<file path="src/rtl/vram_pkg.sv">
// vram_pkg: copy-engine state, read-owner tags and parameter ranges for the port-A arbiter.
package vram_pkg;
    typedef enum logic [1:0] {IDLE, RD_ISSUE, RD_WAIT, WR_ISSUE} cpy_state_e;
    localparam logic TAG_VID = 1'b0;
    localparam logic TAG_CPY = 1'b1;
    localparam int DEF_AW = 8;
    localparam int RD_LAT_MIN = 1;
    localparam int RD_LAT_MAX = 3;
endpackage

</file>
<file path="src/rtl/vram_rd_tag_pipe.sv">
// vram_rd_tag_pipe: follows each issued read through the BRAM latency so its data can be routed to its owner.
module vram_rd_tag_pipe #(
    parameter int RD_LAT = 2
) (
    input  logic clk_i,
    input  logic rst_ni,
    input  logic valid_i,
    input  logic owner_i,
    output logic valid_o,
    output logic owner_o
);
    logic [RD_LAT-1:0] vld_q, own_q;

    always_ff @(posedge clk_i or negedge rst_ni) begin
        if (!rst_ni) begin
            vld_q <= '0;
            own_q <= '0;
        end else begin
            vld_q <= RD_LAT'({vld_q, valid_i});
            own_q <= RD_LAT'({own_q, owner_i});
        end
    end

    assign valid_o = vld_q[RD_LAT-1];
    assign owner_o = own_q[RD_LAT-1];
endmodule

</file>
<file path="src/rtl/vram_copy_arbiter.sv">
// vram_copy_arbiter: shares BRAM port A between priority video reads and a byte-wise block-copy engine.
module vram_copy_arbiter
    import vram_pkg::*;
#(
    parameter int AW        = DEF_AW,
    parameter int RD_LAT    = 2,
    parameter int MAX_STALL = 8
) (
    input  logic          sys_clk,
    input  logic          sys_rst_n,
    input  logic          cmd_valid,
    output logic          cmd_ready,
    input  logic [AW-1:0] cmd_src,
    input  logic [AW-1:0] cmd_dst,
    input  logic [AW-1:0] cmd_len,
    output logic          busy,
    output logic          done,
    input  logic          vid_req,
    input  logic [AW-1:0] vid_addr,
    output logic          vid_gnt,
    output logic          vid_rvalid,
    output logic [7:0]    vid_rdata,
    output logic          ram_ce,
    output logic          ram_oce,
    output logic          ram_wre,
    output logic [AW-1:0] ram_addr,
    output logic [7:0]    ram_din,
    input  logic [7:0]    ram_dout
);
    localparam int LAT = (RD_LAT < RD_LAT_MIN) ? RD_LAT_MIN : (RD_LAT > RD_LAT_MAX) ? RD_LAT_MAX : RD_LAT;
    localparam logic [7:0] STALL_LIM = 8'(MAX_STALL);

    cpy_state_e    state_q;
    logic [AW-1:0] src_q, dst_q, len_q;
    logic [7:0]    stall_q, hold_q, vid_rdata_q;
    logic          done_q, vid_rvalid_q, run_q;
    logic          issue_st, cpy_win, cpy_go, tag_vld, tag_own;

    assign issue_st   = state_q == RD_ISSUE || state_q == WR_ISSUE;
    assign cpy_win    = !vid_req || stall_q == STALL_LIM;
    assign cpy_go     = issue_st && cpy_win;
    // run_q keeps the combinational grant quiet until the first clock after reset
    assign vid_gnt    = run_q && vid_req && !cpy_go;
    assign ram_ce     = cpy_go || vid_gnt;
    assign ram_wre    = cpy_go && state_q == WR_ISSUE;
    assign ram_addr   = cpy_go ? (state_q == WR_ISSUE ? dst_q : src_q) : vid_gnt ? vid_addr : '0;
    assign ram_din    = hold_q;
    assign ram_oce    = 1'b1;
    assign cmd_ready  = state_q == IDLE;
    assign busy       = state_q != IDLE;
    assign done       = done_q;
    assign vid_rvalid = vid_rvalid_q;
    assign vid_rdata  = vid_rdata_q;

    vram_rd_tag_pipe #(.RD_LAT(LAT)) u_tag (
        .clk_i   (sys_clk),
        .rst_ni  (sys_rst_n),
        .valid_i (ram_ce && !ram_wre),
        .owner_i (cpy_go ? TAG_CPY : TAG_VID),
        .valid_o (tag_vld),
        .owner_o (tag_own)
    );

    always_ff @(posedge sys_clk or negedge sys_rst_n) begin
        if (!sys_rst_n) begin
            run_q        <= 1'b0;
            vid_rvalid_q <= 1'b0;
            vid_rdata_q  <= '0;
            hold_q       <= '0;
        end else begin
            run_q        <= 1'b1;
            vid_rvalid_q <= tag_vld && tag_own == TAG_VID;
            if (tag_vld && tag_own == TAG_VID) vid_rdata_q <= ram_dout;
            if (tag_vld && tag_own == TAG_CPY) hold_q <= ram_dout;
        end
    end

    always_ff @(posedge sys_clk or negedge sys_rst_n) begin
        if (!sys_rst_n) begin
            state_q <= IDLE;
            src_q   <= '0;
            dst_q   <= '0;
            len_q   <= '0;
            stall_q <= '0;
            done_q  <= 1'b0;
        end else begin
            done_q <= 1'b0;
            if (issue_st) stall_q <= cpy_win ? 8'd0 : stall_q + 8'd1;
            case (state_q)
                IDLE: if (cmd_valid) begin
                    src_q <= cmd_src;
                    dst_q <= cmd_dst;
                    len_q <= cmd_len;
                    if (cmd_len == '0) done_q <= 1'b1;
                    else state_q <= RD_ISSUE;
                end
                RD_ISSUE: if (cpy_win) state_q <= RD_WAIT;
                RD_WAIT: if (tag_vld && tag_own == TAG_CPY) state_q <= WR_ISSUE;
                WR_ISSUE: if (cpy_win) begin
                    src_q <= src_q + AW'(1);
                    dst_q <= dst_q + AW'(1);
                    len_q <= len_q - AW'(1);
                    if (len_q == AW'(1)) begin
                        state_q <= IDLE;
                        done_q  <= 1'b1;
                    end else begin
                        state_q <= RD_ISSUE;
                    end
                end
                default: state_q <= IDLE;
            endcase
        end
    end
endmodule

</file>
<file path="config.mk">
export PLATFORM = sky130hd
export DESIGN_NAME = vram_copy_arbiter
export DESIGN_NICKNAME = d
export VERILOG_FILES = /design/src/rtl/vram_pkg.sv /design/src/rtl/vram_rd_tag_pipe.sv /design/src/rtl/vram_copy_arbiter.sv
export SDC_FILE = /design/constraint.sdc
export NUM_CORES = 1
export LEC_CHECK = 0
export ABC_AREA = 1
export BUFFER_PORTS_ARGS = -buffer_cell sky130_fd_sc_hd__buf_4
export CORE_ASPECT_RATIO = 1.4
export CORE_MARGIN = 2
export CORE_UTILIZATION = 57
export DETAILED_ROUTE_END_ITERATION = 8
export PLACE_DENSITY = 0.8
export SLEW_MARGIN = 20
export SYNTH_ARGS = -nofsm -noshare
export SYNTH_HDL_FRONTEND = slang
export SYNTH_SLANG_ARGS = --single-unit
</file>
<file path="constraint.sdc">
create_clock -name sys_clk -period 4.7 [get_ports sys_clk]
set_input_delay 1.41 -clock sys_clk [delete_from_list [all_inputs] [get_ports sys_clk]]
set_output_delay 1.41 -clock sys_clk [all_outputs]
set_load 0.005 [all_outputs]
</file>
; Word-level counts from Yosys, hierarchy flattened
; Cells that the tools add are included.
[word_totals]
output_inout_bits = 32
regBits = 57
[op_classes]
bitwise_logic = 1
n_mux = 26
n_eq_ne = 10
addsub = 4
n_reduce_logical = 19
[ops]
columns = operator, n
row1 = $mux W8, 10
row2 = $pmux W8 S2, 3
row3 = $add A8 B1 Y8 const B, 3
row4 = $mux W2, 5
row5 = $ne A2 B2 Y1 const B, 5
row6 = $eq A8 B1 Y1 const B, 1
row7 = $eq A8 B4 Y1 const B, 1
row8 = $logic_not A8 Y1, 1
row9 = $pmux W2 S4, 1
row10 = $sub A8 B1 Y8 const B, 1
row11 = $logic_and A1 B1 Y1, 7
row12 = $mux W1, 6
row13 = $reduce_and A5 Y1, 1
row14 = $eq A2 B2 Y1 const B, 2
row15 = $reduce_bool A2 Y1, 2
row16 = $logic_not A1 Y1, 3
row17 = $logic_or A1 B1 Y1, 3
row18 = $reduce_and A3 Y1, 1
row19 = $eq A2 B1 Y1 const B, 1
row20 = $logic_not A2 Y1, 1
row21 = $pmux W1 S2, 1
row22 = $not A1 Y1, 1

; Depth between registers and ports, before layout
; Gate-level depths: netlist (run 1).
[depth]
ltp_word = 7
mapped_depth = 11
mapped_depth_nobuf = 11

; Hierarchy
; A second synthesis (run 1) with hierarchy kept.
[hier_totals]
cells_unflattened = 478
area_unflattened_um2 = 3368.2
[modules_own_cells]
columns = mod, seq_area_each_um2, cells_each, n_inst, area_each_um2
row1 = vram_copy_arbiter, 1326.3, 474, 1, 3268.1
row2 = vram_rd_tag_pipe, 100.1, 4, 1, 100.1

; Least setup slack after synthesis (run 1)
; OpenSTA, ideal clock, no wires.
[synth_timing]
kind = in2out
start = input vid_req
end = output ram_addr[1]
t_required_ps = 3290
t_arrival_ps = 1884
slack_ps = 1406
path_buffers = 0
cell_stages = 6
cell_sequence = nand2_2 nand2_2 nand2_2 inv_2 nand2_1 nand2_1
[synth_between]
elab_chain_len = 7
[synth_lines]
columns = element, line_no
row1 = start: declaration, vram_copy_arbiter.sv:18  ; input logic vid_req,
row2 = $logic_not A1 Y1, vram_copy_arbiter.sv:40  ; assign cpy_win = !vid_req || stall_q == STALL_LIM;
row3 = $logic_or A1 B1 Y1, vram_copy_arbiter.sv:40
row4 = $logic_and A1 B1 Y1, vram_copy_arbiter.sv:41  ; assign cpy_go = issue_st && cpy_win;
row5 = $logic_not A1 Y1, vram_copy_arbiter.sv:43  ; assign vid_gnt = run_q && vid_req && !cpy_go;
row6 = $logic_and A1 B1 Y1 *, vram_copy_arbiter.sv:43
row7 = via vid_gnt, vram_copy_arbiter.sv:20  ; output logic vid_gnt,
row8 = $mux W8 * (2 in a row), vram_copy_arbiter.sv:46  ; assign ram_addr = cpy_go ? (state_q == WR_ISSUE ? dst_q : src_q) : vid_gnt ? vid_addr : '0;
row9 = end: declaration, vram_copy_arbiter.sv:26  ; output logic [AW-1:0] ram_addr,
; Mark *: on every way through the listed nets, which the timed path passes. The rest lies on a longest branch.

; Worst setup path in the final report (run 1)
[layout_timing]
start = register state_q[0]
end = output ram_addr[5]
[layout_between]
elab_chain_len = 7
[layout_lines]
columns = element, line_no
row1 = start: declaration, vram_copy_arbiter.sv:33  ; cpy_state_e state_q;
row2 = start signal: assignment, vram_copy_arbiter.sv:80  ; state_q <= IDLE;
row3 = start signal: assignment, vram_copy_arbiter.sv:95  ; else state_q <= RD_ISSUE;
row4 = start signal: assignment, vram_copy_arbiter.sv:97  ; RD_ISSUE: if (cpy_win) state_q <= RD_WAIT;
row5 = $eq A2 B1 Y1 / $eq A2 B2 Y1 (equally long branches), "vram_copy_arbiter.sv:39, vram_copy_arbiter.sv:46"
row6 = $logic_or A1 B1 Y1, vram_copy_arbiter.sv:39  ; assign issue_st = state_q == RD_ISSUE || state_q == WR_ISSUE;
row7 = $logic_and A1 B1 Y1, vram_copy_arbiter.sv:41
row8 = $logic_not A1 Y1, vram_copy_arbiter.sv:43
row9 = $logic_and A1 B1 Y1, vram_copy_arbiter.sv:43
row10 = $mux W8, vram_copy_arbiter.sv:46
row11 = $mux W8 *, vram_copy_arbiter.sv:46
; Mark *: on every way between the ends. The rest lies on a longest branch, timed or not.

==> tab_implementation.tex, run 1 <==
\begin{tabular}{lr}
\hline
Metric & Value \\
\hline
\multicolumn{2}{l}{\textbf{Critical path}} \\
Most Frequent Cell on Critical Path & buf\_4 \\
Critical Path AT & 2380 ps \\
Worst setup path category & reg2out \\
Critical path launch point type & flop \\
Cell at the slowest stage of the critical path & ha\_1 \\
Chain of cells forming the critical path & ha\_1 > buf\_4 > a21oi\_1 > o22ai\_1 > buf\_4 \\
Number of cells on the worst reg-to-reg path & 7 \\
Reg2Reg Launch Point & state\_q[0] \\
Required time at the worst-slack endpoint & 3290 ps \\
CP max FO & 26 \\
Reg-to-reg critical path endpoint & src\_q[3] \\
Worst R2R Setup Slack & about 2200 ps \\
Max incr delay on CP & about 650 ps \\
Critical Path End Type & output port \\
\multicolumn{2}{l}{\textbf{Synth}} \\
Cell count after synthesis & about 470 \\
Cell type with the highest aggregate area in the netlist & dfrtp\_1 \\
Post-synth EDFFs & 0 \\
Portion of the post-synthesis area used by sequential elements & 42.7\% \\
Top cell type's share of synthesized area & a little over two fifths \\
Number of synthesis warnings & 0 \\
Async set-reset flop share out of synthesis & 100\% \\
Post-synth top cells & nand2\_1, dfrtp\_1, inv\_1 \\
Number of library cell types mapped by synthesis & 33 \\
Dominant cells by area after synthesis & dfrtp\_1, nand2\_1, nand3\_1 \\
Mean post-synth cell area & around 7 um2 \\
Flip-flop and latch count after synthesis & 57 \\
Predominant post-synthesis flop cell & dfrtp\_1 \\
Netlist area before placement & $\sim$3300 um2 \\
Most repeated cell in the gate-level netlist after synthesis & nand2\_1 \\
\multicolumn{2}{l}{\textbf{Floorplan}} \\
Io pins & 76 \\
Die area & approximately 6500 um2 \\
Starting utilization of the core area & roughly 58\% \\
Area of the placeable core & a little under 6000 um2 \\
Die span in x & roughly 69 um \\
\# rows & 33 \\
Die height & 94.6 um \\
\multicolumn{2}{l}{\textbf{Timing}} \\
Part of the cycle the worst path needs & between 80\% and 90\% \\
Worst setup margin & between 900 and 1000 ps \\
Slew of the pin with the lowest slew margin & slightly above 700 ps \\
Achievable frequency & approximately 260 MHz \\
Worst relative slew slack & between 50\% and 60\% \\
Max-slew violations & 0 \\
Setup TNS & 0 ps \\
Setup violations, final & 0 \\
Post-route clock skew & around 13 ps \\
Final hold violation count & 0 \\
Post-layout minimum cycle time & 3790 ps \\
Worst hold slack after final layout & $\sim$360 ps \\
Unrepaired setup endpoints after global routing & false \\
\multicolumn{2}{l}{\textbf{Clock network}} \\
Post-cts gate resize count & 0 \\
Post-CTS Setup Inserts & 0 \\
Largest buffer count on any clock path & 2 \\
TritonCTS buffer count & 9 \\
CTS tree & built \\
H-tree depth reported by CTS & 3 \\
Clock slew at the register clock pins of the worst setup and hold paths & 70 ps \\
Clk sink count & 57 \\
Count of hold-fix buffers inserted at cts & 0 \\
Clock latency on the worst-skew pair & 340 ps \\
CTS Root Buffer Type & clkbuf\_8 \\
\multicolumn{2}{l}{\textbf{Routing}} \\
Via count & roughly 3200 \\
Final wirelength & between 8 and 9 mm \\
Drt first-iter violations & approximately 200 \\
Via-to-Cell Ratio & between 5 and 6 \\
Drc violations & 0 \\
DRT antenna net count & 0 \\
DRT Pass-1 Iters & 4 \\
Average wire length per cell after detail routing & around 13 um \\
\multicolumn{2}{l}{\textbf{Hold path}} \\
Worst min path class & reg2reg \\
Terminating pin of the worst hold path & u\_tag.vld\_q[1] \\
Count of cells along the worst hold path & 0 \\
Origin of the worst min-delay path & u\_tag.vld\_q[0] \\
\multicolumn{2}{l}{\textbf{Global routing}} \\
Number of global-route vias before repair & about 3000 \\
Wire length of the first global-routing pass & around 13 mm \\
Overall global routing resource usage & about a quarter \\
Pin count of the biggest net entering global routing & 58 \\
Sum of overflow across all layers after global routing & 0 \\
Initial antenna violation count & 0 \\
\multicolumn{2}{l}{\textbf{Place}} \\
Number of cells after detailed placement & between 600 and 700 \\
Placed wire-length estimate after detailed placement & 5.80 mm \\
Port Buffer Count & 74 \\
Weighted congestion reported at the end of routability-driven placement & approximately 0.9 \\
Post-Place Worst Slack & 1050 ps \\
\multicolumn{2}{l}{\textbf{Flow run}} \\
Maximum capacitance violations & 0 \\
\multicolumn{2}{l}{\textbf{Run status}} \\
Outcome & finished, final reports clean \\
\multicolumn{2}{l}{\textbf{Power}} \\
Power, Total & roughly 0.0027 W \\
Largest vdd supply drop & around 0.36 mV \\
P\_leak & 2.29 nW \\
Power density over the cells & approximately 650 nW/um2 \\
\multicolumn{2}{l}{\textbf{Finish}} \\
Antenna fix cells & 0 \\
Synthesis-to-finish area growth & 24.3\% \\
Number of cells in the finished layout apart from fillers & 620 \\
Final layout net count & between 500 and 600 \\
Number of fillers in the final layout & 491 \\
Share of cells above drive strength 1 & about a fifth \\
\hline
\end{tabular}
==> metal layers <==
metal	vias up	global-route usage (%)	part of all wire [%]
li1	1625	-	-
met1	1445	31.8	43
met2	92	46.5	51
met3	6	5.13	5.1
met4	0	9.64	0.84
met5	-	0	0
==> power by group <==
part	switching, W	leakage [nW]	total [W]	internal [W]
logic	0.000742	1.45	0.00123	0.000491
clock network	0.000209	0.123	0.000577	0.000368
registers	0.000197	0.715	0.000905	0.000708
total	0.00115	2.29	0.00271	0.00157
==> area by class of cell <==
cell class,count,area (um2),share of cell area (%)
multi-input cells,353,1640,39.5
clock inverters,6,115,2.77
inverters,49,184,4.43
clock buffers,10,138,3.31
well taps,70,87.6,2.11
repair buffers,75,563,13.5
flip-flops and latches,57,1430,34.3
==> state kept, by name (all words and copies together) (netlist names) <==
name         count
dst_q            8
len_q            8
ram_din          8
src_q            8
stall_q          8
vid_rdata        8
state_q          2
u_tag.own_q      2
u_tag.vld_q      2
done             1
run_q            1
vid_rvalid       1
==> kinds of logic (layout without fill, tap and decap cells) <==
kind of cell               Yosys count  in the layout  synth area share [%]
other                                1              2                 0.112
buffers and inverters               64            140                  8.31
adders and majority gates           10             10                  3.74
xor gates and xnor gates             2              2                 0.524
muxes                                3              3                 0.898
DFF                                 57             57                  42.7
AOI/OAI and AO/OA                   48             48                  7.56
and+or+nand+nor                    288            288                  36.2
==> worst max-delay path by stage <==
| stage | from | depth (start not counted) | to |
|---|---|---|---|
| final | state_q[0] | 5 | ram_addr[5] |
| after global routing | state_q[0] | 9 | ram_addr[4] |
| after CTS | state_q[0] | 5 | ram_addr[5] |
| after detailed placement | vid_req | 6 | ram_addr[5] |
| after global placement | vid_req | 8 | ram_addr[2] |
| after floorplan | vid_req | 6 | ram_addr[1] |
==> cells in the final DEF (no fill, tap or decap) <==
cell,n
or2_2,5
o21ai_1,6
dfrtp_1,57
clkinvlp_4,1
mux2i_1,3
xor2_1,2
clkbuf_8,10
o22ai_1,2
ha_1,10
a21oi_1,6
nand3_1,33
a31oi_1,2
nand3_4,1
nor3_1,4
nor2b_1,1
buf_4,75
nand2_2,4
nor2_2,1
nor3b_1,1
conb_1,2
inv_1,39
clkinv_4,2
bufinv_16,3
nor2_1,25
nand2_1,202
nand4_1,8
clkinv_1,1
o21bai_1,3
nor2_4,1
o21ai_0,29
nand3_2,1
nand3b_1,1
inv_2,9
==> worst max-delay path, delay by kind of cell (launching register included) <==
kind	cells	cell delay [ps]
flip-flops	1	430
AO/OA/AOI/OAI	2	400
adder cells (fa/ha/maj)	1	650
buffers and inverters	2	560
==> per-stage QoR <==
stage	area [um2]	utilization, %
6_report	4160	71.9
5_1_grt	4160	71.9
4_1_cts	4160	71.9
3_5_place_dp	3900	67.5
3_3_place_gp	3900	67.5
2_1_floorplan	3350	-
Power figures use the tool's default switching activity.
==> run 2: changes to the inputs <==
CORE_UTILIZATION = 54   (was 57)
PLACE_DENSITY = 0.76   (was 0.8)
clock period = 3.93 ns   (was 4.7 ns; I/O delays follow)
==> run 2 against run 1 <==
Compared with the run above:
- routed wire length shrank 1.9%
- hold slack gained 0.55 ps
- register-to-register slack lost 530 ps
- total power grew 12%
- setup slack lost 240 ps
- utilization shrank 2.9 points
- die area grew 5.3%
- first-iteration DRC count shrank 17%
- largest cell class unchanged
==> tab_implementation.tex, run 2 (synthesis results as in run 1) <==
\begin{tabular}{lr}
\hline
Metric & Value \\
\hline
\multicolumn{2}{l}{\textbf{Critical path}} \\
Required time at the worst-slack endpoint & between 2000 and 3000 ps \\
Chain of cells forming the critical path & ha\_1 > buf\_4 > inv\_2 > nand2\_1 > nand2\_1 > nand2\_1 > nand2\_1 > buf\_4 \\
Gate family responsible for the most delay along the worst path & buffers and inverters \\
Critical Path End Type & output port \\
CP max FO & 42 \\
Worst setup path category & reg2out \\
Buffers and inverters on the worst path & 3 \\
Critical path launch point type & flop \\
Critical Path AT & about 2100 ps \\
Cell at the slowest stage of the critical path & dfrtp\_1 \\
Most Frequent Cell on Critical Path & nand2\_1 \\
Max incr delay on CP & between 400 and 500 ps \\
\multicolumn{2}{l}{\textbf{Global routing}} \\
Wire length of the first global-routing pass & 13.5 mm \\
Pin count of the biggest net entering global routing & between 50 and 60 \\
Sum of overflow across all layers after global routing & 0 \\
Initial antenna violation count & 0 \\
Overall global routing resource usage & approximately 24\% \\
Number of global-route vias before repair & a little over 3000 \\
\multicolumn{2}{l}{\textbf{Timing}} \\
Setup TNS & 0 ps \\
Unrepaired setup endpoints after global routing & false \\
Worst hold slack after final layout & roughly 360 ps \\
Slew of the pin with the lowest slew margin & between 700 and 800 ps \\
Worst relative slew slack & a little over half \\
Setup violations, final & 0 \\
Post-layout minimum cycle time & about 3300 ps \\
Worst setup margin & around 670 ps \\
Post-route clock skew & roughly 11 ps \\
Final hold violation count & 0 \\
Max-slew violations & 0 \\
Part of the cycle the worst path needs & between 80\% and 90\% \\
Achievable frequency & 307 MHz \\
\multicolumn{2}{l}{\textbf{Place}} \\
Port Buffer Count & 74 \\
Placed wire-length estimate after detailed placement & 5.76 mm \\
Weighted congestion reported at the end of routability-driven placement & a little under 0.9 \\
Number of cells after detailed placement & 604 \\
Post-Place Worst Slack & approximately 780 ps \\
\multicolumn{2}{l}{\textbf{Finish}} \\
Commonest non-fill, non-tap cell in the layout & nand2\_1 \\
Final layout net count & roughly 600 \\
Number of fillers in the final layout & 509 \\
Number of cells in the finished layout apart from fillers & 619 \\
Synthesis-to-finish area growth & 21.9\% \\
Commonest cells after routing, fill and taps aside & nand2\_1, buf\_4, dfrtp\_1 \\
Antenna fix cells & 0 \\
Share of cells above drive strength 1 & 20.4\% \\
\multicolumn{2}{l}{\textbf{Clock network}} \\
Count of hold-fix buffers inserted at cts & 0 \\
CTS Root Buffer Type & clkbuf\_8 \\
Post-CTS Setup Inserts & 0 \\
CTS tree & built \\
Clk sink count & 57 \\
Largest buffer count on any clock path & 2 \\
Clock latency on the worst-skew pair & $\sim$340 ps \\
TritonCTS buffer count & 9 \\
Clock slew at the register clock pins of the worst setup and hold paths & roughly 60 ps \\
Post-cts gate resize count & 0 \\
H-tree depth reported by CTS & 3 \\
\multicolumn{2}{l}{\textbf{Routing}} \\
Drc violations & 0 \\
Via count & approximately 3200 \\
Average wire length per cell after detail routing & roughly 13 um \\
DRT antenna net count & 0 \\
Drt first-iter violations & approximately 170 \\
DRT Pass-1 Iters & 4 \\
Final wirelength & $\sim$7.9 mm \\
Via-to-Cell Ratio & 5.18 \\
\multicolumn{2}{l}{\textbf{Power}} \\
P\_leak & between 2 and 2.5 nW \\
Largest vdd supply drop & roughly 0.32 mV \\
Power density over the cells & between 700 and 800 nW/um2 \\
Power, Total & approximately 0.0030 W \\
\multicolumn{2}{l}{\textbf{Floorplan}} \\
Starting utilization of the core area & 56.6\% \\
Area of the placeable core & 5900 um2 \\
Die height & around 97 um \\
Die span in x & between 70 and 80 um \\
Die area & around 6800 um2 \\
\# rows & 33 \\
Io pins & between 70 and 80 \\
\multicolumn{2}{l}{\textbf{Run status}} \\
Outcome & finished, final reports clean \\
\multicolumn{2}{l}{\textbf{Hold path}} \\
Worst min path class & reg2reg \\
\multicolumn{2}{l}{\textbf{Flow run}} \\
Maximum capacitance violations & 0 \\
\hline
\end{tabular}
[run 2: changes by cell type in the layout (fill, tap and decap cells not counted)]
cell        previous run  this run
bufinv_16              3         0
clkinv_2               0         2
clkinv_4               2         0
clkinvlp_4             1         3
[run 2: cell type report]
cell class	count	area, um2	share of cell area, %
timing repair buffer	75	563	13.8
multi-input combinational	353	1640	40.3
inverter	49	184	4.51
tap	70	87.6	2.15
clock inverter	5	32.5	0.799
sequential	57	1430	35.0
clock buffer	10	138	3.38
[run 2: final timing paths]
kind / from / endpoint / slack (ps) / cells after the start
max: state_q[0] / ram_addr[1] / 670 / 8
min: u_tag.own_q[0] / u_tag.own_q[1] / 360 / 0
max reg2reg: state_q[0] / len_q[3] / 1640 / 8
min reg2reg: u_tag.own_q[0] / u_tag.own_q[1] / 360 / 0
max in group asynchronous: sys_rst_n / state_q[1] / 2570 / 1
min in group asynchronous: sys_rst_n / ram_din[3] / 890 / 1
[run 2: where the power goes]
part / switching, W / internal, W / total (W)
registers: 0.000238 / 0.000847 / 0.00108
logic: 0.000884 / 0.000586 / 0.00147
clock network: 0.000236 / 0.000239 / 0.000475
total: 0.00136 / 0.00167 / 0.00303
[run 2: worst register-to-register path, cell delays in order, from the launching register on]
cell	delay, ps
dfrtp_1	410
ha_1	210
buf_4	390
inv_2	310
nand2_1	230
nand2_2	90
nor2_4	400
nand2_1	120
nand2_1	80
[run 2: per-layer routing]
layer / track usage (%) / vias up / wire length (um)
met3: 3.84 / 13 / 370
met5: 0 / - / 0
met1: 30.2 / 1477 / 3280
met4: 8.88 / 0 / 129
li1: - / 1624 / -
met2: 42.0 / 92 / 4080
[run 2: per-stage QoR]
| step | instance area, um2 | util (%) |
|---|---|---|
| finish | 4070 | 69.0 |
| global route | 4070 | 69.0 |
| CTS | 4070 | 69.0 |
| detailed placement | 3900 | 66.1 |
| global placement | 3900 | 66.1 |
| floorplan | 3350 | - |
==> run 3: changes to the inputs <==
CORE_UTILIZATION = 49   (was 54)
PLACE_DENSITY = 0.72   (was 0.76)
clock period = 2.7 ns   (was 3.93 ns; I/O delays follow)
==> run 3 against run 2 <==
Compared with the run above:
- hold slack got worse by 2.9 ps
- setup slack got worse by 580 ps
- non-clock buffer count rose by 5
- cell area rose by 3.6%
- critical path depth rose by 4
- clock skew fell by 3.4 ps
- first-iteration DRC count fell by 11%
- routed wire length rose by 1.7%
- count of clock-buffer cells in the layout did not move
- sequential power rose by 47%
- critical endpoint is now ram_addr[2]
- highest routed layer unchanged
==> tab_implementation.tex, run 3 (synthesis results as in run 1) <==
\begin{tabular}{lr}
\hline
Metric & Value \\
\hline
\multicolumn{2}{l}{\textbf{Routing}} \\
Via-to-Cell Ratio & approximately 5 \\
Drc violations & 0 \\
DRT antenna net count & 0 \\
Final wirelength & around 8.0 mm \\
Drt first-iter violations & around 150 \\
DRT Pass-1 Iters & 4 \\
Average wire length per cell after detail routing & $\sim$12 um \\
Via count & $\sim$3200 \\
\multicolumn{2}{l}{\textbf{Critical path}} \\
Critical Path AT & $\sim$1800 ps \\
Cell at the slowest stage of the critical path & dfrtp\_1 \\
Critical path launch point type & flop \\
CP max FO & 7 \\
Required time at the worst-slack endpoint & 1890 ps \\
Chain of cells forming the critical path & inv\_2 > ha\_1 > nand2\_1 > nor2\_1 > nand2\_1 > nand2\_2 > nand2\_4 > nand2\_4 > inv\_6 > nand2\_1 > nand2\_1 > buf\_4 \\
Worst setup path category & reg2out \\
Most Frequent Cell on Critical Path & nand2\_1 \\
Critical Path End Type & output port \\
Gate family responsible for the most delay along the worst path & simple AND/OR/NAND/NOR gates \\
Max incr delay on CP & just under 400 ps \\
Buffers and inverters on the worst path & 3 \\
\multicolumn{2}{l}{\textbf{Clock network}} \\
CTS Root Buffer Type & clkbuf\_8 \\
Count of hold-fix buffers inserted at cts & 0 \\
H-tree depth reported by CTS & 3 \\
Clock latency on the worst-skew pair & 340 ps \\
TritonCTS buffer count & 9 \\
Clock slew at the register clock pins of the worst setup and hold paths & roughly 70 ps \\
CTS tree & built \\
Clk sink count & 57 \\
Largest buffer count on any clock path & 2 \\
\multicolumn{2}{l}{\textbf{Run status}} \\
Outcome & finished, final reports clean \\
\multicolumn{2}{l}{\textbf{Global routing}} \\
Overall global routing resource usage & between 20\% and 30\% \\
Wire length of the first global-routing pass & $\sim$13 mm \\
Sum of overflow across all layers after global routing & 0 \\
Pin count of the biggest net entering global routing & 58 \\
Number of global-route vias before repair & $\sim$3100 \\
Initial antenna violation count & 0 \\
\multicolumn{2}{l}{\textbf{Floorplan}} \\
Die height & around 100 um \\
Area of the placeable core & approximately 6600 um2 \\
Die span in x & $\sim$74 um \\
Starting utilization of the core area & 50.6\% \\
Die area & 7510 um2 \\
\# rows & 35 \\
Io pins & 76 \\
\multicolumn{2}{l}{\textbf{Place}} \\
Weighted congestion reported at the end of routability-driven placement & around 0.85 \\
Placed wire-length estimate after detailed placement & about 5.8 mm \\
Port Buffer Count & between 70 and 80 \\
Number of cells after detailed placement & approximately 630 \\
\multicolumn{2}{l}{\textbf{Finish}} \\
Commonest cells after routing, fill and taps aside & nand2\_1, buf\_4, dfrtp\_1 \\
Antenna fix cells & 0 \\
Number of cells in the finished layout apart from fillers & about 650 \\
Share of cells above drive strength 1 & roughly 23\% \\
Final layout net count & 604 \\
Number of fillers in the final layout & around 620 \\
Final Util & between 60 and 70\% \\
Synthesis-to-finish area growth & 26.2\% \\
Commonest non-fill, non-tap cell in the layout & nand2\_1 \\
\multicolumn{2}{l}{\textbf{Power}} \\
Power, Total & approximately 0.0047 W \\
P\_leak & 2.30 nW \\
Power density over the cells & roughly 1100 nW/um2 \\
Largest vdd supply drop & between 0.4 and 0.5 mV \\
\multicolumn{2}{l}{\textbf{Timing}} \\
Setup violations, final & 0 \\
Final hold violation count & 0 \\
Worst hold slack after final layout & about 360 ps \\
Achievable frequency & roughly 380 MHz \\
Slew of the pin with the lowest slew margin & around 700 ps \\
Unrepaired setup endpoints after global routing & true \\
Post-layout minimum cycle time & $\sim$2600 ps \\
Worst relative slew slack & a little over half \\
Max-slew violations & 0 \\
Part of the cycle the worst path needs & a little over nine tenths \\
Post-route clock skew & just over 7 ps \\
\multicolumn{2}{l}{\textbf{Flow run}} \\
Maximum capacitance violations & 0 \\
\multicolumn{2}{l}{\textbf{Hold path}} \\
Worst min path class & reg2reg \\
\hline
\end{tabular}
==> run 3: changes by cell type in the layout (fill, tap and decap cells not counted), sizes merged <==
| cell | previous run | this run |
|---|---|---|
| buf | 75 | 80 |
| bufinv | 0 | 2 |
| clkinvlp | 3 | 1 |
| clkinv | 3 | 4 |
==> run 3: per-stage QoR <==
stage / setup TNS (ps) / setup slack (ps) / instance area, um2
5_1_grt: -179 / -36.4 / 4220
3_5_place_dp: 0 / 276 / 3950
4_1_cts: 0 / 15.9 / 4180
6_report: 0 / 94.0 / 4220
2_1_floorplan: 0 / 488 / 3350
3_3_place_gp: 0 / 309 / 3950
==> run 3: timing repair <==
item,4_1_cts,5_1_grt
buffers inserted,0,2
setup endpoints to repair,6,9
pin swaps,0,1
gates resized for setup,3,12
endpoints found under the hold margin,0,0
==> run 3: final cells by class <==
type                    instances  area [um2]  share of cell area (%)
multi-input cells             353        1670                    39.5
flip-flops and latches         57        1430                    33.9
repair buffers                 80         608                    14.4
inverters                      49         191                    4.54
clock buffers                  10         128                    3.02
well taps                      92         115                    2.73
clock inverters                 6        82.6                    1.96
==> run 3: per-layer routing <==
layer	vias to the layer above	GRT usage (%)	routed length, um
met3	12	5.57	394
met5	-	0	0
met4	0	7.13	110
li1	1635	-	-
met2	83	42.6	4160
met1	1501	25.7	3330
==> run 3: worst paths after layout <==
| path | startpoint | cells after the start | end | slack [ps] |
|---|---|---|---|---|
| worst min register to register | u_tag.vld_q[0] | 0 | u_tag.vld_q[1] | 360 |
| worst max register to register | state_q[1] | 9 | dst_q[3] | 570 |
| worst max-delay path | stall_q[0] | 12 | ram_addr[2] | 90 |
| worst min-delay path | u_tag.vld_q[0] | 0 | u_tag.vld_q[1] | 360 |
| min in group asynchronous | sys_rst_n | 1 | ram_din[3] | 510 |
| max in group asynchronous | sys_rst_n | 1 | state_q[1] | 1660 |
==> run 3: where the power goes <==
group          leakage, nW  internal, W  total, W  switching [W]
registers            0.712      0.00124   0.00159       0.000350
logic                 1.49     0.000906   0.00222        0.00131
clock network        0.106     0.000514  0.000860       0.000346
total                 2.30      0.00266   0.00466        0.00201
